<file path="config.mk">
export PLATFORM = sky130hd
export DESIGN_NAME = vga_write_arbiter
export DESIGN_NICKNAME = d
export VERILOG_FILES = /design/src/rtl/vga_pkg.sv /design/src/rtl/rr_priority_pick.sv /design/src/rtl/vga_write_arbiter.sv
export SDC_FILE = /design/constraint.sdc
export NUM_CORES = 1
export LEC_CHECK = 0
export CORE_ASPECT_RATIO = 0.5
export CORE_MARGIN = 2
export CORE_UTILIZATION = 34
export CTS_CLUSTER_DIAMETER = 150
export CTS_CLUSTER_SIZE = 25
export DETAILED_ROUTE_END_ITERATION = 8
export SYNTH_ARGS = -nofsm -noshare
export SYNTH_HDL_FRONTEND = slang
export SYNTH_HIERARCHICAL = 1
export SYNTH_SLANG_ARGS = --single-unit
</file>
<file path="constraint.sdc">
create_clock -name clk -period 7.5 [get_ports clk]
set_input_delay 1.125 -clock clk [delete_from_list [all_inputs] [get_ports clk]]
set_output_delay 1.125 -clock clk [all_outputs]
set_load 0.05 [all_outputs]
</file>
<file path="src/rtl/vga_pkg.sv">
// rtl/vga_pkg.sv - shared widths, screen size and FSM encodings for the VGA write path
//
// Purpose: common constants for the VGA write arbiter and its helpers.
// Ports: none (package).
package vga_pkg;

  localparam int VGA_X_W = 10;
  localparam int VGA_Y_W = 9;
  localparam int VGA_C_W = 9;

  localparam logic [VGA_X_W-1:0] SCREEN_W_DEF = 10'd640;
  localparam logic [VGA_Y_W-1:0] SCREEN_H_DEF = 9'd480;

  localparam logic [0:0] S_ARB   = 1'b0;
  localparam logic [0:0] S_CLEAR = 1'b1;

endpackage

</file>
<file path="src/rtl/rr_priority_pick.sv">
// rtl/rr_priority_pick.sv - combinational round-robin picker
//
// Purpose: pick the first asserted request after ptr_i, wrapping modulo N.
// Ports:
//   req_i   - request vector
//   ptr_i   - index of the previous winner (search starts at ptr_i+1)
//   grant_o - one-hot grant, all zero when no request
//   idx_o   - index of the granted request
//   any_o   - at least one request present
module rr_priority_pick #(
  parameter int N = 3
) (
  input  logic [N-1:0] req_i,
  input  logic [1:0]   ptr_i,
  output logic [N-1:0] grant_o,
  output logic [1:0]   idx_o,
  output logic         any_o
);

  int cand;

  always_comb begin
    grant_o = '0;
    idx_o   = '0;
    any_o   = 1'b0;
    cand    = 0;
    for (int k = 1; k <= N; k++) begin
      cand = (int'(ptr_i) + k) % N;
      if (!any_o && req_i[cand]) begin
        any_o          = 1'b1;
        grant_o[cand]  = 1'b1;
        idx_o          = 2'(cand);
      end
    end
  end

endmodule

</file>
<file path="src/rtl/vga_write_arbiter.sv">
// rtl/vga_write_arbiter.sv - round-robin pixel-write arbiter with burst lock and screen clear
//
// Purpose: share the single vga_adapter write port between NUM_CLI producers,
// with an optional per-client burst lock and a built-in solid-colour clear sweep.
// Ports:
//   clk, reset            - clock, synchronous active-high reset
//   cli_valid/cli_lock    - per-client pixel pending / burst ownership request
//   cli_x/cli_y/cli_color - per-client packed pixel data
//   cli_ready             - one-hot grant (transfer on valid & ready)
//   clear_start/color     - full-screen clear request (level) and fill colour
//   clear_busy            - sweep in progress
//   vga_x/y/color/write   - registered pixel write to vga_adapter
//   active_id             - index of the last granted client
module vga_write_arbiter
  import vga_pkg::*;
#(
  parameter int                 NUM_CLI  = 3,
  parameter logic [VGA_X_W-1:0] SCREEN_W = SCREEN_W_DEF,
  parameter logic [VGA_Y_W-1:0] SCREEN_H = SCREEN_H_DEF
) (
  input  logic                       clk,
  input  logic                       reset,
  input  logic [NUM_CLI-1:0]         cli_valid,
  input  logic [NUM_CLI-1:0]         cli_lock,
  input  logic [VGA_X_W*NUM_CLI-1:0] cli_x,
  input  logic [VGA_Y_W*NUM_CLI-1:0] cli_y,
  input  logic [VGA_C_W*NUM_CLI-1:0] cli_color,
  output logic [NUM_CLI-1:0]         cli_ready,
  input  logic                       clear_start,
  input  logic [VGA_C_W-1:0]         clear_color,
  output logic                       clear_busy,
  output logic [VGA_X_W-1:0]         vga_x,
  output logic [VGA_Y_W-1:0]         vga_y,
  output logic [VGA_C_W-1:0]         vga_color,
  output logic                       vga_write,
  output logic [1:0]                 active_id
);

  logic [0:0]         state_q, state_d;
  logic               lock_valid_q, lock_valid_d;
  logic [1:0]         lock_owner_q, lock_owner_d;
  logic [1:0]         rr_ptr_q, rr_ptr_d;
  logic [1:0]         active_id_q, active_id_d;
  logic [VGA_X_W-1:0] sweep_x_q, sweep_x_d;
  logic [VGA_Y_W-1:0] sweep_y_q, sweep_y_d;
  logic [VGA_C_W-1:0] fill_q, fill_d;
  logic [VGA_X_W-1:0] vga_x_q, vga_x_d;
  logic [VGA_Y_W-1:0] vga_y_q, vga_y_d;
  logic [VGA_C_W-1:0] vga_c_q, vga_c_d;
  logic               vga_we_q, vga_we_d;

  logic [NUM_CLI-1:0] owner_mask, pick_req, pick_grant;
  logic               owner_lock, pick_any, clear_go, grant_en, xfer, sel_lock;
  logic [1:0]         pick_idx;
  logic [VGA_X_W-1:0] sel_x;
  logic [VGA_Y_W-1:0] sel_y;
  logic [VGA_C_W-1:0] sel_c;

  always_comb begin
    owner_mask = '0;
    owner_lock = 1'b0;
    for (int i = 0; i < NUM_CLI; i++) begin
      if (lock_owner_q == 2'(i)) begin
        owner_mask[i] = 1'b1;
        owner_lock    = cli_lock[i];
      end
    end
  end

  // While a burst is locked only the owner may compete, so the picker
  // either returns the owner or nothing.
  assign pick_req = lock_valid_q ? (cli_valid & owner_mask) : cli_valid;

  rr_priority_pick #(.N(NUM_CLI)) u_pick (
    .req_i   (pick_req),
    .ptr_i   (rr_ptr_q),
    .grant_o (pick_grant),
    .idx_o   (pick_idx),
    .any_o   (pick_any)
  );

  // A pending clear beats any client in the same cycle, unless a lock is held.
  assign clear_go  = (state_q == S_ARB) && !lock_valid_q && clear_start;
  assign grant_en  = !reset && (state_q == S_ARB) && !clear_go;
  assign cli_ready = grant_en ? pick_grant : '0;
  assign xfer      = grant_en && pick_any;

  always_comb begin
    sel_x    = '0;
    sel_y    = '0;
    sel_c    = '0;
    sel_lock = 1'b0;
    for (int i = 0; i < NUM_CLI; i++) begin
      if (pick_idx == 2'(i)) begin
        sel_x    = cli_x[i*VGA_X_W +: VGA_X_W];
        sel_y    = cli_y[i*VGA_Y_W +: VGA_Y_W];
        sel_c    = cli_color[i*VGA_C_W +: VGA_C_W];
        sel_lock = cli_lock[i];
      end
    end
  end

  always_comb begin
    state_d      = state_q;
    lock_valid_d = lock_valid_q;
    lock_owner_d = lock_owner_q;
    rr_ptr_d     = rr_ptr_q;
    active_id_d  = active_id_q;
    sweep_x_d    = sweep_x_q;
    sweep_y_d    = sweep_y_q;
    fill_d       = fill_q;
    vga_x_d      = vga_x_q;
    vga_y_d      = vga_y_q;
    vga_c_d      = vga_c_q;
    vga_we_d     = 1'b0;
    if (state_q == S_CLEAR) begin
      vga_x_d  = sweep_x_q;
      vga_y_d  = sweep_y_q;
      vga_c_d  = fill_q;
      vga_we_d = 1'b1;
      if (sweep_x_q == SCREEN_W - 1'b1) begin
        sweep_x_d = '0;
        if (sweep_y_q == SCREEN_H - 1'b1) begin
          state_d = S_ARB;
        end else begin
          sweep_y_d = sweep_y_q + 1'b1;
        end
      end else begin
        sweep_x_d = sweep_x_q + 1'b1;
      end
    end else if (clear_go) begin
      state_d   = S_CLEAR;
      fill_d    = clear_color;
      sweep_x_d = '0;
      sweep_y_d = '0;
    end else begin
      if (xfer) begin
        vga_x_d     = sel_x;
        vga_y_d     = sel_y;
        vga_c_d     = sel_c;
        vga_we_d    = 1'b1;
        rr_ptr_d    = pick_idx;
        active_id_d = pick_idx;
      end
      // The owner keeps exclusivity through the cycle its lock drops.
      if (lock_valid_q) begin
        if (!owner_lock) lock_valid_d = 1'b0;
      end else if (xfer && sel_lock) begin
        lock_valid_d = 1'b1;
        lock_owner_d = pick_idx;
      end
    end
  end

  always_ff @(posedge clk) begin
    if (reset) begin
      state_q      <= S_ARB;
      lock_valid_q <= 1'b0;
      lock_owner_q <= '0;
      rr_ptr_q     <= 2'(NUM_CLI - 1);
      active_id_q  <= '0;
      sweep_x_q    <= '0;
      sweep_y_q    <= '0;
      fill_q       <= '0;
      vga_x_q      <= '0;
      vga_y_q      <= '0;
      vga_c_q      <= '0;
      vga_we_q     <= 1'b0;
    end else begin
      state_q      <= state_d;
      lock_valid_q <= lock_valid_d;
      lock_owner_q <= lock_owner_d;
      rr_ptr_q     <= rr_ptr_d;
      active_id_q  <= active_id_d;
      sweep_x_q    <= sweep_x_d;
      sweep_y_q    <= sweep_y_d;
      fill_q       <= fill_d;
      vga_x_q      <= vga_x_d;
      vga_y_q      <= vga_y_d;
      vga_c_q      <= vga_c_d;
      vga_we_q     <= vga_we_d;
    end
  end

  assign clear_busy = (state_q == S_CLEAR);
  assign vga_x      = vga_x_q;
  assign vga_y      = vga_y_q;
  assign vga_color  = vga_c_q;
  assign vga_write  = vga_we_q;
  assign active_id  = active_id_q;

endmodule

</file>
==> summary.txt, run 1 <==
Global routing
  – Gr usage total: 0.187
  – Initial antenna violation count: 0
  – Vias in the first global route: 3431
  – Pin count of the biggest net entering global routing: 66
  – Gr ovfl total: 0
  – First-pass GRT wire length: 18100 µm
  – Routing usage on met1: 0.255
  – Met3 Track Usage GR: 0.0464
  – M2 GR Usage: 0.298
  – Busiest layer in global routing: met2

Layout
  – Multi-input logic area: 0.00237 mm²
  – Share of layout cells above drive strength 1: 0.0584
  – Fillers: 1098
  – Antenna diode count: 0
  – Final Instance Area: 0.00555 mm²
  – Area delta synth->final: 45.6%
  – Register area: 0.00128 mm²
  – Nets: between 700 and 800
  – Finished Layout Cells: approximately 760
  – Core Util, Final: 0.507

Synth
  – Post-synthesis register bit count: 64
  – Post-Syn Instances: just under 500
  – Post-Synthesis Cell Area: 0.00381 mm²
  – Largest family of logic cells by synthesized area: simple AND/OR/NAND/NOR gates
  – Synth Area in Simple Gates: 0.248
  – Xor-xnor portion of the synthesized cell area: 0.0184
  – Synth warn: 6
  – Leading register cell type out of synthesis: dfxtp_1
  – Adder-cell share of the synthesized area: 0.0197
  – Synthesized area per cell: 7.77 µm²
  – EDFF count, synth: 0
  – Synth cell types: approximately 50
  – Post-synthesis mux area share: 0.101
  – Compound-Gate Fraction of Synth Area: 0.229
  – Syn Nets: ~600
  – Register area share after synthesis: 0.337
  – Async set-reset flop share out of synthesis: 0

Clocking
  – Reg clk slew, reported paths: 0.05 ns
  – Clock Sinks: 64
  – CTS Buf Count: 9
  – Postcts setup bufs: 0
  – Resize count post-CTS: 0
  – Clock Tree Root: clkbuf_16
  – CTS tree: yes
  – Clock Path Buffers: 2
  – Hold-fix buffers, CTS: 0
  – CTS H-tree depth: 3
  – Worst-skew pair later-pin latency: about 0.33 ns

Timing
  – RSZ-0062 raised after global routing: false
  – Worst slew pin tran: 0.872 ns
  – Final worst slack: 2.48 ns
  – Period minus WS final: 5.02 ns
  – Final hold viol count: 0
  – Fmax: approximately 200 MHz
  – # setup viols final: 0
  – Max-slew violations: 0
  – Final period util: 0.670
  – Layout Skew: 0.00681 ns
  – Setup total negative slack: 0 ns
  – Max_slew headroom: 0.414

Floorplan
  – Core Rows: 27
  – Die H: ~79 µm
  – CORE AREA: roughly 0.011 mm²
  – I/O pin cnt: 137
  – Die Span X: 154 µm
  – Initial core utilization: 0.348
  – Die area: 0.0121 mm²

Routing
  – Vias after detailed routing: roughly 3700
  – DR pass1 iterations: 4
  – Routed Antenna Nets: 0
  – DRC: 0
  – Detailed router's first-iteration violation count: 187
  – Detailed Route WL: about 12000 µm
  – Vias per inst: 4.92
  – Routed wire per std cell: 15.1 µm

Run
  – Max Cap Violations: 0

Worst setup path
  – Worst-path cell chain: clkdlybuf4s50_1, a21boi_0, mux2_2, a31oi_1, a311oi_1, mux2_2, and3_1, clkdlybuf4s50_1
  – CP required: 6.38 ns
  – Worst setup EP type: primary output
  – Worst Path Arrival: 3.90 ns
  – Max incr delay on CP: about 0.80 ns
  – Slowest cell on crit path: clkdlybuf4s50_1
  – Setup CP Type: primary input to primary output
  – Crit start category: primary input
  – CP Max Fanout: 6

Power and ir drop
  – P_leak: 2.01 nW
  – Peak supply drop: 115 µV
  – Power per cell area: 209 mW/mm²

Outcome
  – Status: finished clean

Placed design
  – DP Area: about 0.0053 mm²
  – Post-placement cell count: approximately 750
  – Post-DP HPWL: 8240 µm
  – Port Buffers: 136
  – Dpl ws: 2.53 ns
  – Routability cong.: 0.839

Min path
  – Hold Path Class: register to register
## cells by family after synthesis
family,Yosys count
DFF,64
buffers and inverters,41
adders and majority gates,6
muxes,38
and+or+nand+nor,217
xor gates and xnor gates,8
AOI/OAI and AO/OA,116
## critical path, delay by kind of cell
kind,cells,cell delay (ns)
compound gates,3,0.88
simple gates,1,0.13
mux,2,0.51
buf+inv,2,1.25
## power by group
group / switching [mW] / internal, mW
registers: 0.0138 / 0.361
clock network: 0.144 / 0.231
logic: 0.236 / 0.171
## final cells by class
| type | instances | share of cell area |
|---|---|---|
| inverters | 8 | 0.00542 |
| clock inverters | 3 | 0.00316 |
| repair buffers | 143 | 0.254 |
| multi-input cells | 385 | 0.428 |
| clock buffers | 13 | 0.0451 |
| well taps | 145 | 0.0327 |
| flip-flops and latches | 64 | 0.231 |
## flip-flops by register name, indices dropped and copies added, names as in the netlist
| signal | count |
|---|---|
| active_id | 1 |
| clear_busy | 1 |
| fill_q | 9 |
| lock_owner_q | 2 |
| lock_valid_q | 1 |
| rr_ptr_q | 2 |
| sweep_x_q | 10 |
| sweep_y_q | 9 |
| vga_color | 9 |
| vga_write | 1 |
| vga_x | 10 |
| vga_y | 9 |
## cells in the final DEF (no fill, tap or decap), drive strengths merged, types with 2 or more instances in the layout
cell type      count
a2111oi            2
a211oi            31
a21boi             4
a21oi             16
a31oi              5
and2               3
and3               6
buf                8
clkbuf            13
clkdlybuf4s50    135
clkinv             2
dfxtp             64
ha                 6
inv                8
mux2               2
mux2i             36
nand2             62
nand2b            10
nand3             11
nand3b             2
nand4              4
nor2             106
nor2b              4
nor3               3
nor4               2
o21ai             15
o21bai             2
o22ai              2
o31a              28
o31ai              4
xnor2              7
## Yosys cell counts (6+ instances only)
cell type | count | area share
nor2_1 | 106 | 0.10
dfxtp_1 | 64 | 0.34
nand2_1 | 62 | 0.061
mux2i_1 | 36 | 0.095
a211oi_1 | 31 | 0.061
o31a_1 | 28 | 0.064
clkbuf_1 | 19 | 0.019
a21oi_1 | 16 | 0.021
buf_2 | 11 | 0.014
nand2b_1 | 10 | 0.016
nand3_1 | 10 | 0.013
o21ai_0 | 9 | 0.012
inv_1 | 7 | 0.0069
xnor2_1 | 7 | 0.016
ha_1 | 6 | 0.020
o21ai_1 | 6 | 0.0079
## final timing paths
check          startpoint  depth (start not counted)               to  slack [ns]
max          cli_valid[2]                          8     cli_ready[0]        2.48
min             fill_q[6]                          2        fill_q[6]        0.45
max reg2reg   rr_ptr_q[0]                         12  lock_owner_q[0]        4.33
min reg2reg     fill_q[6]                          2        fill_q[6]        0.45
## metrics by stage
stage                     total power [mW]  hold WS, ns
after floorplan                      0.649        0.437
after global placement               0.791        0.443
after detailed placement             0.792        0.448
after CTS                             1.17        0.456
after global routing                  1.22        0.465
final                                 1.16        0.455
## routing by layer
metal	up-vias	wire length, µm	part of all wire
li1	1974	-	-
met1	1707	5850	0.51
met2	52	5130	0.45
met3	11	392	0.034
met4	0	131	0.011
met5	-	0	0
No activity file was read; power rests on OpenSTA's default activity.
==> run 2: changes to the inputs <==
Settings changed: PLACE_DENSITY from default to 0.66.
Clock period 7.5 ns to 4.1 ns, I/O delays scaled along.
==> run 2 against run 1 <==
Worst hold slack got worse by 0.0010 ns. Non-clock buffer count unchanged. Design area about the same. Power increased by 83%. First-iteration DRC count increased by 37%. Largest power group unchanged.
==> summary.txt, run 2 (synthesis gave the netlist of run 1 again) <==
Global routing
  – Pin count of the biggest net entering global routing: 53
  – First-pass GRT wire length: around 18000 µm
  – Gr usage total: 0.187
  – Initial antenna violation count: 0
  – Vias in the first global route: 3646
  – Gr ovfl total: 0

Layout
  – Share of layout cells above drive strength 1: 0.0619
  – Nets: 719
  – Most common cell after layout, fill and taps aside: clkdlybuf4s50_1
  – Antenna diode count: 0
  – Commonest non-fill, non-tap cells in the layout: 134 x clkdlybuf4s50_1, 106 x nor2_1, 63 x dfxtp_1
  – Fillers: 1044
  – Area delta synth->final: 45.7%

Clocking
  – Resize count post-CTS: 0
  – Clock Path Buffers: 2
  – Reg clk slew, reported paths: 0.05 ns
  – CTS H-tree depth: 3
  – Worst-skew pair later-pin latency: 0.33 ns
  – CTS Buf Count: 9
  – Clock Tree Root: clkbuf_16
  – Hold-fix buffers, CTS: 0
  – Postcts setup bufs: 0
  – Clock Sinks: 64
  – CTS tree: yes

Timing
  – Final hold viol count: 0
  – Setup total negative slack: 0 ns
  – Layout Skew: 0.00759 ns
  – Fmax: 259 MHz
  – RSZ-0062 raised after global routing: false
  – Period minus WS final: 3.87 ns
  – Max-slew violations: 0
  – Worst slew pin tran: slightly above 0.9 ns
  – Final period util: 0.943
  – # setup viols final: 0
  – Max_slew headroom: 0.382

Floorplan
  – Initial core utilization: 0.348
  – Die area: 0.0121 mm²
  – CORE AREA: 0.0109 mm²
  – I/O pin cnt: 137
  – Core Rows: 27
  – Die H: 78.8 µm
  – Die Span X: 154 µm

Min path
  – Hold Path Class: register to register

Placed design
  – Routability cong.: approximately 0.86
  – Post-DP HPWL: between 8000 and 9000 µm
  – Port Buffers: 136

Power and ir drop
  – Power per cell area: 381 mW/mm²
  – P_leak: roughly 2 nW
  – Peak supply drop: 234 µV
  – Power, Total: 2.11 mW

Worst setup path
  – Delay-heaviest family, CP: buffers and inverters
  – Worst r2r src: lock_owner_q[0]
  – CP most frequent cell: clkdlybuf4s50_1
  – Worst-path cell chain: clkdlybuf4s50_1, a21boi_0, mux2_2, o21bai_1, o31ai_1, and3_1, clkdlybuf4s50_1
  – Setup CP Type: primary input to primary output
  – Max incr delay on CP: 0.81 ns
  – Worst Path Arrival: ~3.3 ns
  – Critical Path Sink: cli_ready[2]
  – CP required: 3.48 ns
  – WP depth: 7
  – Crit path launch: cli_valid[2]
  – Crit start category: primary input
  – Worst setup EP type: primary output
  – CP Max Fanout: 6
  – FF-to-FF path depth: 10
  – Bufs and invs on worst path: 2
  – Slowest cell on crit path: clkdlybuf4s50_1
  – Reg2reg end: lock_owner_q[0]
  – Worst reg2reg setup slack: ~0.7 ns

Routing
  – DR pass1 iterations: 4
  – Routed Antenna Nets: 0
  – Vias after detailed routing: 3910
  – Detailed router's first-iteration violation count: 257
  – Routed wire per std cell: approximately 15 µm
  – DRC: 0
  – Detailed Route WL: 11500 µm
  – Vias per inst: about 5.2

Run
  – Max Cap Violations: 0

Outcome
  – Status: finished clean
-- run 2: cell count changes in the layout (fill, tap and decap cells not counted) --
cell             change
clkbuf_1             -3
clkdlybuf4s50_1      -1
clkinv_2             +1
buf_12               +1
-- run 2: routing by layer --
metal  track usage  vias to the layer above  routed length [µm]
met1         0.244                     1852                5380
met3        0.0426                       13                 478
li1              -                     1969                   -
met5             0                        -                   0
met4        0.0596                        0                 157
met2         0.308                       76                5460
-- run 2: area by class of cell --
cell class                      count  area, µm²  share of cell area
Inverter                            8       30.0             0.00541
Sequential cell                    64       1280               0.231
Clock buffer                       10        239              0.0431
Tap cell                          145        181              0.0327
Multi-Input combinational cell    385       2370               0.428
Timing Repair Buffer              143       1420               0.256
Clock inverter                      4       22.5             0.00406
-- run 2: worst reg2reg max path, delay by kind of cell, from the launching register on --
| kind | cells | cell delay (ns) |
|---|---|---|
| simple gates | 4 | 1.41 |
| compound gates | 4 | 1.05 |
| mux | 2 | 0.46 |
| flops | 1 | 0.34 |
-- run 2: report_power, final --
group,switching [mW],leakage (nW),internal (mW)
sequential,0.0312,0.521,0.661
clock,0.266,0.130,0.415
combinational,0.426,1.37,0.315
total,0.723,2.02,1.39
-- run 2: worst min path at each step --
| stage | startpoint | to | slack (ns) | cells past startpoint |
|---|---|---|---|---|
| final | fill_q[1] | fill_q[1] | 0.45 | 2 |
| after global routing | fill_q[6] | fill_q[6] | 0.47 | 2 |
| after CTS | fill_q[1] | fill_q[1] | 0.45 | 2 |
| after detailed placement | fill_q[1] | fill_q[1] | 0.45 | 2 |
| after global placement | fill_q[6] | fill_q[6] | 0.44 | 2 |
| after floorplan | fill_q[0] | fill_q[0] | 0.44 | 2 |
-- run 2: through the flow --
step                      cells  utilization  hold slack, ns  setup WS, ns  cell area (µm²)
after detailed placement    745        0.483           0.447         0.139             5290
final                       759        0.507           0.454         0.233             5550
after global routing        759        0.507           0.474        0.0636             5550
after global placement      745        0.483           0.443         0.238             5290
after CTS                   759        0.507           0.455         0.237             5550
after floorplan             490            -           0.437          1.35             3810
==> run 3: changes to the inputs <==
Settings changed: CTS_CLUSTER_SIZE 25 to 20.
Clock period 4.1 ns to 3.33 ns, I/O delays scaled along.
==> run 3 against run 2 <==
Largest power group unchanged. Clock power grew 23%. Count of clock-buffer cells in the layout grew 2. Worst hold slack gained 0.0027 ns. Design area grew 2.2%. Clock skew shrank 0.00082 ns. Largest cell class unchanged. First-iteration DRC count shrank 2.7%. Critical path type unchanged. Sequential power grew 23%.
==> summary.txt, run 3 (synthesis gave the netlist of run 1 again) <==
Outcome
  – Status: finished clean

Global routing
  – First-pass GRT wire length: around 19000 µm
  – Gr usage total: 0.189
  – Pin count of the biggest net entering global routing: 53
  – Vias in the first global route: 3646
  – Initial antenna violation count: 0
  – Gr ovfl total: 0

Floorplan
  – CORE AREA: approximately 0.011 mm²
  – Initial core utilization: 0.348
  – Die H: 78.8 µm
  – Core Rows: 27
  – I/O pin cnt: 137
  – Die Span X: 154 µm
  – Die area: 0.0121 mm²

Clocking
  – Reg clk slew, reported paths: 0.05 ns
  – Clock Sinks: 64
  – Clock Path Buffers: 2
  – Hold-fix buffers, CTS: 0
  – Worst-skew pair later-pin latency: between 0.3 and 0.4 ns
  – Postcts setup bufs: 0
  – CTS Buf Count: 9
  – Resize count post-CTS: 0
  – CTS H-tree depth: 3
  – CTS tree: yes
  – Clock Tree Root: clkbuf_16

Timing
  – Setup total negative slack: 0 ns
  – # setup viols final: 0
  – Final period util: 0.880
  – Fmax: 341 MHz
  – Worst slew pin tran: 0.901 ns
  – Period minus WS final: 2.93 ns
  – Max_slew headroom: 0.395
  – RSZ-0062 raised after global routing: false
  – Final hold viol count: 0
  – Layout Skew: 0.00678 ns
  – Max-slew violations: 0

Routing
  – Vias per inst: 5.09
  – Detailed router's first-iteration violation count: 250
  – DRC: 0
  – Vias after detailed routing: slightly below 4000
  – Routed Antenna Nets: 0
  – DR pass1 iterations: 4
  – Routed wire per std cell: 14.8 µm
  – Detailed Route WL: 11400 µm

Power and ir drop
  – Peak supply drop: ~260 µV
  – Share of power burned in registers: 0.321
  – Clk pwr share: 0.317
  – Int Power: 1.76 mW
  – Power, Total: 2.65 mW
  – Sw frac: 0.336
  – P_leak: 2.07 nW
  – Comb pwr share: 0.362
  – Power per cell area: 468 mW/mm²
  – Net Sw Power: 0.891 mW

Min path
  – Hold Path Class: register to register

Layout
  – Commonest non-fill, non-tap cells in the layout: 132 x clkdlybuf4s50_1, 106 x nor2_1, 63 x dfxtp_1
  – Fillers: 1034
  – Finished Layout Cells: 768
  – Nets: roughly 730
  – Final Instance Area: 0.00567 mm²
  – Share of layout cells above drive strength 1: 0.0754
  – Area delta synth->final: 48.9%
  – Most common cell after layout, fill and taps aside: clkdlybuf4s50_1
  – Antenna diode count: 0

Worst setup path
  – Setup CP Type: primary input to primary output
  – Worst-path cell chain: clkdlybuf4s50_1, a21boi_0, and2_1, a211oi_1, a311oi_1, mux2_2, and3_1, buf_12
  – CP required: 2.83 ns
  – Worst setup EP type: primary output
  – Slowest cell on crit path: clkdlybuf4s50_1
  – Max incr delay on CP: 0.45 ns
  – Worst Path Arrival: around 2.4 ns
  – Crit start category: primary input
  – Worst reg2reg setup slack: between 0.4 and 0.5 ns
  – CP Max Fanout: 4

Placed design
  – Post-placement cell count: 753
  – Post-DP HPWL: 8540 µm
  – DP Area: around 0.0054 mm²
  – Port Buffers: 136
  – Routability cong.: approximately 0.85

Run
  – Max Cap Violations: 0
==> run 3: per-layer routing <==
metal  track usage  part of all wire  routed length, µm  up-vias
met1         0.249              0.46               5210     1816
met4        0.0523             0.016                185        0
li1              -                 -                  -     1991
met2         0.312              0.48               5450       86
met5             0                 0                  0        -
met3        0.0448             0.047                534       18
==> run 3: worst max-delay path: cells and delay by family <==
kind | cells | cell delay (ns)
AOI/OAI and AO/OA | 3 | 0.72
buffers and inverters | 2 | 0.60
and+or+nand+nor | 2 | 0.41
muxes | 1 | 0.20
==> run 3: area by class of cell <==
class	count	area [µm²]	share of cell area
Multi-Input combinational cell	385	2370	0.419
Timing Repair Buffer	151	1540	0.271
Sequential cell	64	1280	0.226
Clock buffer	12	246	0.0435
Tap cell	145	181	0.0320
Inverter	8	30.0	0.00530
Clock inverter	3	18.8	0.00331
==> run 3: per-stage QoR <==
stage / util / hold slack [ns] / setup WS [ns]
after global placement: 0.494 / 0.444 / 0.239
after detailed placement: 0.494 / 0.447 / 0.129
after global routing: 0.518 / 0.468 / 0.162
after CTS: 0.518 / 0.455 / 0.397
after floorplan: - / 0.437 / 0.692
final: 0.518 / 0.457 / 0.400
==> run 3: power groups by stage <==
stage / Sequential (mW) / Combinational [mW] / Clock (mW)
floorplan: 0.960 / 0.501 / 0
global placement: 0.868 / 0.956 / 0
detailed placement: 0.869 / 0.964 / 0
CTS: 0.853 / 0.966 / 0.861
global route: 0.860 / 1.05 / 0.895
finish: 0.853 / 0.962 / 0.840
==> run 3: worst paths after layout <==
path           startpoint  cells after the start           end
max          cli_valid[1]                      8  cli_ready[0]
min             fill_q[8]                      2     fill_q[8]
min reg2reg     fill_q[8]                      2     fill_q[8]
max reg2reg   rr_ptr_q[0]                     11      vga_x[7]
